### src/rtl/mko_pkg.sv
// Shared types and constants for the MKO bus transaction sequencer.
package mko_pkg;

    typedef enum logic [2:0] {
        IDLE,
        SETUP,
        STROBE,
        HOLD,
        RESP
    } state_t;

    localparam logic [4:0] MKO_ALL_OFF = 5'b11111;
    localparam int         MIN_STRB    = 2;
    localparam logic       RDWR_READ   = 1'b1;

endpackage

### src/rtl/mko_rdy_sync.sv
// Two-flop synchronizer for the per-device READYD_N lines (idle high).
module mko_rdy_sync #(
    parameter int NUM_MKO = 5
) (
    input  logic               clk_i,
    input  logic               rst_i,
    input  logic [NUM_MKO-1:0] async_i,
    output logic [NUM_MKO-1:0] sync_o
);

    logic [NUM_MKO-1:0] meta_q;
    logic [NUM_MKO-1:0] sync_q;

    always_ff @(posedge clk_i or posedge rst_i) begin
        if (rst_i) begin
            meta_q <= '1;
            sync_q <= '1;
        end else begin
            meta_q <= async_i;
            sync_q <= meta_q;
        end
    end

    assign sync_o = sync_q;

endmodule

### src/rtl/mko_bus_seq.sv
// Single-request sequencer driving SELECT/STROBE/RDWR/ADR/DATA for the MKO devices,
// waiting on the selected device's ready with a bounded strobe.
module mko_bus_seq
    import mko_pkg::*;
#(
    parameter int NUM_MKO     = 5,
    parameter int DATA_W      = 16,
    parameter int ADDR_W      = 16,
    parameter int SETUP_CYC   = 1,
    parameter int HOLD_CYC    = 1,
    parameter int TIMEOUT_CYC = 64
) (
    input  logic               CLK_16,
    input  logic               RESET,
    input  logic               req_valid,
    output logic               req_ready,
    input  logic               req_we,
    input  logic [2:0]         req_sel,
    input  logic [ADDR_W-1:0]  req_addr,
    input  logic [DATA_W-1:0]  req_wdata,
    output logic               rsp_valid,
    output logic               rsp_err,
    output logic [DATA_W-1:0]  rsp_rdata,
    output logic               busy,
    output logic [NUM_MKO-1:0] MKO_SELECT_N,
    output logic [NUM_MKO-1:0] MKO_STRBD_N,
    output logic               MKO_RDWR_N,
    output logic [ADDR_W-1:0]  ADR_MKO,
    output logic [DATA_W-1:0]  DATA_MKO_O,
    output logic               DATA_MKO_OE,
    input  logic [DATA_W-1:0]  DATA_MKO_I,
    input  logic [NUM_MKO-1:0] MKO_READYD_N
);

    localparam int CNT_W = $clog2(TIMEOUT_CYC + 1);

    function automatic logic [NUM_MKO-1:0] low_at(input logic [2:0] s);
        logic [NUM_MKO-1:0] v;
        v    = '1;
        v[s] = 1'b0;
        return v;
    endfunction

    state_t             state_q;
    logic [CNT_W-1:0]   cnt_q;
    logic               we_q;
    logic [2:0]         sel_q;
    logic               res_err_q;
    logic [DATA_W-1:0]  res_rdata_q;
    logic               rsp_valid_q;
    logic               rsp_err_q;
    logic [DATA_W-1:0]  rsp_rdata_q;
    logic [NUM_MKO-1:0] sel_n_q;
    logic [NUM_MKO-1:0] strb_n_q;
    logic               rdwr_n_q;
    logic [ADDR_W-1:0]  adr_q;
    logic [DATA_W-1:0]  dout_q;
    logic               oe_q;
    logic [NUM_MKO-1:0] rdy_sync;
    logic               done;

    mko_rdy_sync #(.NUM_MKO(NUM_MKO)) u_sync (
        .clk_i  (CLK_16),
        .rst_i  (RESET),
        .async_i(MKO_READYD_N),
        .sync_o (rdy_sync)
    );

    // The minimum strobe length hides a ready left low by the previous access.
    assign done = !rdy_sync[sel_q] && (cnt_q >= CNT_W'(MIN_STRB));

    always_ff @(posedge CLK_16 or posedge RESET) begin
        if (RESET) begin
            state_q     <= IDLE;
            cnt_q       <= '0;
            we_q        <= 1'b0;
            sel_q       <= '0;
            res_err_q   <= 1'b0;
            res_rdata_q <= '0;
            rsp_valid_q <= 1'b0;
            rsp_err_q   <= 1'b0;
            rsp_rdata_q <= '0;
            sel_n_q     <= MKO_ALL_OFF;
            strb_n_q    <= MKO_ALL_OFF;
            rdwr_n_q    <= RDWR_READ;
            adr_q       <= '0;
            dout_q      <= '0;
            oe_q        <= 1'b0;
        end else begin
            unique case (state_q)
                IDLE: begin
                    if (req_valid) begin
                        we_q  <= req_we;
                        sel_q <= req_sel;
                        cnt_q <= '0;
                        if (int'(req_sel) >= NUM_MKO) begin
                            state_q     <= RESP;
                            rsp_valid_q <= 1'b1;
                            rsp_err_q   <= 1'b1;
                            rsp_rdata_q <= '0;
                        end else begin
                            state_q  <= SETUP;
                            sel_n_q  <= low_at(req_sel);
                            rdwr_n_q <= ~req_we;
                            adr_q    <= req_addr;
                            if (req_we) begin
                                oe_q   <= 1'b1;
                                dout_q <= req_wdata;
                            end
                        end
                    end
                end
                SETUP: begin
                    if (cnt_q == CNT_W'(SETUP_CYC - 1)) begin
                        state_q  <= STROBE;
                        strb_n_q <= low_at(sel_q);
                        cnt_q    <= '0;
                    end else begin
                        cnt_q <= cnt_q + 1'b1;
                    end
                end
                STROBE: begin
                    if (done || cnt_q == CNT_W'(TIMEOUT_CYC - 1)) begin
                        state_q     <= HOLD;
                        strb_n_q    <= MKO_ALL_OFF;
                        cnt_q       <= '0;
                        res_err_q   <= !done;
                        res_rdata_q <= (done && !we_q) ? DATA_MKO_I : '0;
                    end else begin
                        cnt_q <= cnt_q + 1'b1;
                    end
                end
                HOLD: begin
                    if (cnt_q == CNT_W'(HOLD_CYC - 1)) begin
                        state_q     <= RESP;
                        rsp_valid_q <= 1'b1;
                        rsp_err_q   <= res_err_q;
                        rsp_rdata_q <= res_rdata_q;
                        sel_n_q     <= MKO_ALL_OFF;
                        rdwr_n_q    <= RDWR_READ;
                        oe_q        <= 1'b0;
                    end else begin
                        cnt_q <= cnt_q + 1'b1;
                    end
                end
                RESP: begin
                    state_q     <= IDLE;
                    rsp_valid_q <= 1'b0;
                end
                default: state_q <= IDLE;
            endcase
        end
    end

    assign req_ready    = (state_q == IDLE);
    assign busy         = (state_q != IDLE);
    assign rsp_valid    = rsp_valid_q;
    assign rsp_err      = rsp_err_q;
    assign rsp_rdata    = rsp_rdata_q;
    assign MKO_SELECT_N = sel_n_q;
    assign MKO_STRBD_N  = strb_n_q;
    assign MKO_RDWR_N   = rdwr_n_q;
    assign ADR_MKO      = adr_q;
    assign DATA_MKO_O   = dout_q;
    assign DATA_MKO_OE  = oe_q;

endmodule

### config.mk
export PLATFORM = sky130hd
export DESIGN_NAME = mko_bus_seq
export DESIGN_NICKNAME = d
export VERILOG_FILES = /design/src/rtl/mko_pkg.sv /design/src/rtl/mko_rdy_sync.sv /design/src/rtl/mko_bus_seq.sv
export SDC_FILE = /design/constraint.sdc
export NUM_CORES = 1
export LEC_CHECK = 0
export CORE_UTILIZATION = 47
export DETAILED_ROUTE_END_ITERATION = 8
export HOLD_SLACK_MARGIN = 0.03
export PLACE_DENSITY_LB_ADDON = 0.2
export SLEW_MARGIN = 40
export SYNTH_ARGS = -nofsm -noshare
export SYNTH_HDL_FRONTEND = slang
export SYNTH_SLANG_ARGS = --single-unit
export TNS_END_PERCENT = 1
### constraint.sdc
create_clock -name CLK_16 -period 4.9 [get_ports CLK_16]
set_input_delay 1.47 -clock CLK_16 [delete_from_list [all_inputs] [get_ports CLK_16]]
set_output_delay 1.47 -clock CLK_16 [all_outputs]
set_load 0.01 [all_outputs]
==> results.json <==
{
  "final_common_cell": "clkdlybuf4s50_1",
  "synthAdderAreaFrac_pct": 0.881,
  "power.leakage_nw": 2.47,
  "synth-compound-area-share_pct": 13.7,
  "worst_pin_slew_ns": 0.682,
  "synth.cell_area_mm2": 0.00426,
  "io_buffer_count": 123,
  "tritoncts": "done",
  "multi_input_area_mm2": 0.00152,
  "chipWidth_um": 97.2,
  "synth_top_family_by_area": "compound AO/OA/AOI/OAI gates",
  "r2r_setup_slack_ns": 2.43,
  "clk_latency_ns": 0.35,
  "first_pass_iters": 4,
  "post_cts_buffers": 0,
  "routed_wl_um": 8930,
  "track_usage_pct": 20.1,
  "worstSetupPathType": "register to output pin",
  "synth_flop_cell": "dfrtp_1",
  "drt-initial-drc-count": 122,
  "vias": 2994,
  "ys_top_cells_by_area": "dfrtp_1, dfstp_2, mux2_2",
  "synthCells": 319,
  "ir_drop_mv": 0.294,
  "worst_setup_path_end_kind": "output pin",
  "setup_viol": 0,
  "setup.worst_path.start_class": "register",
  "hold_class": "register to register",
  "power_density_mw_per_mm2": 592,
  "wire_per_inst_um": 16.1,
  "syn2layout_area_growth_pct": 34.2,
  "fmax_mhz": 287,
  "required_ns": 3.43,
  "power_mw": 3.39,
  "cts_hold_buf": 0,
  "start_util_pct": 48.6,
  "die_area_mm2": 0.00945,
  "synthSimpleGateAreaFrac_pct": 8.96,
  "die_h_um": 97.2,
  "antenna_found_initial": 0,
  "synth_xor_area_share_pct": 0.411,
  "setup-tns-final_ns": 0,
  "fin_crit_ns": 3.49,
  "drv_cap": 0,
  "most-common-layout-cells": "clkdlybuf4s50_1, dfrtp_1, a22o_1",
  "outcome": "complete, no violations",
  "hold_viol_final": 0,
  "ff_latch_area_mm2": 0.00260,
  "synthArstFlopShare_pct": 100,
  "grt_max_degree": 45,
  "place_hpwl_um": 6340,
  "yosysTopAreaCell": "dfrtp_1",
  "viasPerCell": 5.41,
  "synth-seq-area-share_pct": 61.1,
  "clock-sinks": 103,
  "ant_nets": 0,
  "fillCellCount": 703,
  "overflow": 0,
  "yosysWarnings": 0,
  "slew_headroom_pct": 54.4,
  "htreeDepth": 3,
  "fp-row-count": 34,
  "drc": 0,
  "synth_edf_count": 0,
  "yosysTopAreaCellShare_pct": 48.2,
  "cts_buffers": 9,
  "antenna_cells": 0,
  "syn-num-nets": 382,
  "cts_resized": 0,
  "clk_pin_slew_ns": 0.10,
  "cp.arrival_ns": 2.02,
  "syn_avg_cell_area_um2": 13.4,
  "fin_cells": 553,
  "fin_util_pct": 65.2,
  "drive_gt1_share_pct": 19.8,
  "nets": 503,
  "yosys-mux-area-fraction_pct": 11.4,
  "reg2reg_depth": 7,
  "slew_viol_final": 0,
  "period_share_pct": 71.2,
  "core_area_mm2": 0.00876,
  "dp_cells": 537,
  "io_pins": 124,
  "clockRootBuffer": "clkbuf_8",
  "hold_depth": 0,
  "fin_skew_ns": 0.00855,
  "cts_buffer_depth": 2,
  "first_global_vias": 3030,
  "path_max_fanout": 12,
  "synth_cell_types": 54,
  "gp_congestion": 0.824,
  "rsz0062_at_grt": "no",
  "grt_pass1_wl_um": 15200,
  "synth-seq-cells": 103
}
[logic make-up (layout without fill, tap and decap cells)]
logic type / count (synthesis) / in the layout
AO/OA/AOI/OAI: 74 / 74
XOR/XNOR: 2 / 2
adder cells (fa/ha/maj): 3 / 3
buffers and inverters: 25 / 151
flip-flops: 103 / 103
multiplexers: 41 / 41
AND/OR/NAND/NOR: 71 / 71
[state kept, by name, indices dropped and copies added (netlist names)]
signal,flops
sel_q,3
res_rdata_q,16
rsp_valid,1
rsp_rdata,16
DATA_MKO_O,16
res_err_q,1
u_sync.meta_q,5
state_q,3
we_q,1
DATA_MKO_OE,1
MKO_RDWR_N,1
u_sync.sync_o,5
MKO_SELECT_N,5
ADR_MKO,16
rsp_err,1
cnt_q,7
MKO_STRBD_N,5
[path summary, 6_finish.rpt]
| kind | start | endpoint |
|---|---|---|
| setup / recovery | state_q[2] | req_ready |
| hold / removal | u_sync.meta_q[4] | u_sync.sync_o[4] |
| setup reg to reg | cnt_q[0] | DATA_MKO_OE |
| hold reg to reg | u_sync.meta_q[4] | u_sync.sync_o[4] |
| max in group asynchronous | RESET | MKO_STRBD_N[2] |
| min in group asynchronous | RESET | res_rdata_q[3] |
[report_power, final]
group | total (mW) | internal (mW) | switching (mW)
clock | 0.483 | 0.189 | 0.294
sequential | 1.42 | 1.20 | 0.227
combinational | 1.48 | 0.857 | 0.622
total | 3.39 | 2.24 | 1.14
[critical path, stage by stage (launching register included)]
cell             delay (ns)
dfrtp_1                0.53
or3_4                  0.48
inv_2                  0.11
clkdlybuf4s50_1        0.54
[per-layer routing]
| metal | wire, µm | part of all wire [%] | vias to the layer above | global-route usage (%) |
|---|---|---|---|---|
| met5 | 0 | 0 | - | 0 |
| met4 | 90 | 1.0 | 0 | 4.59 |
| met3 | 780 | 8.7 | 12 | 6.76 |
| met2 | 4160 | 47 | 111 | 30.6 |
| met1 | 3900 | 44 | 1470 | 28.1 |
| li1 | - | - | 1401 | - |
[stage by stage]
step                cell area, µm²  worst slack, ns  hold slack [ns]
finish                        5720             1.41            0.351
global route                  5720             1.33            0.352
CTS                           5710             1.39            0.350
detailed placement            5540             1.00            0.347
global placement              5530             1.11            0.346
floorplan                     4260            0.761            0.345
[Yosys cell counts, drive strengths merged (3+ instances only)]
master  number
dfrtp       82
mux2        36
a22o        32
nor2        22
dfstp       21
nand2       15
buf         14
inv          9
nor3         9
o21ai        8
a21oi        7
mux2i        5
a41oi        4
nand3        4
o32a         4
or3          4
a21o         3
a311oi       3
a31oi        3
and2         3
and3         3
ha           3
[area by class of cell]
cell class	instances	area share [%]
sequential	103	45.5
timing repair buffer	126	21.9
multi-input combinational	191	26.5
inverter	9	0.635
clock inverter	6	0.788
clock buffer	10	2.23
tap	108	2.36
Power figures use the tool's default switching activity.
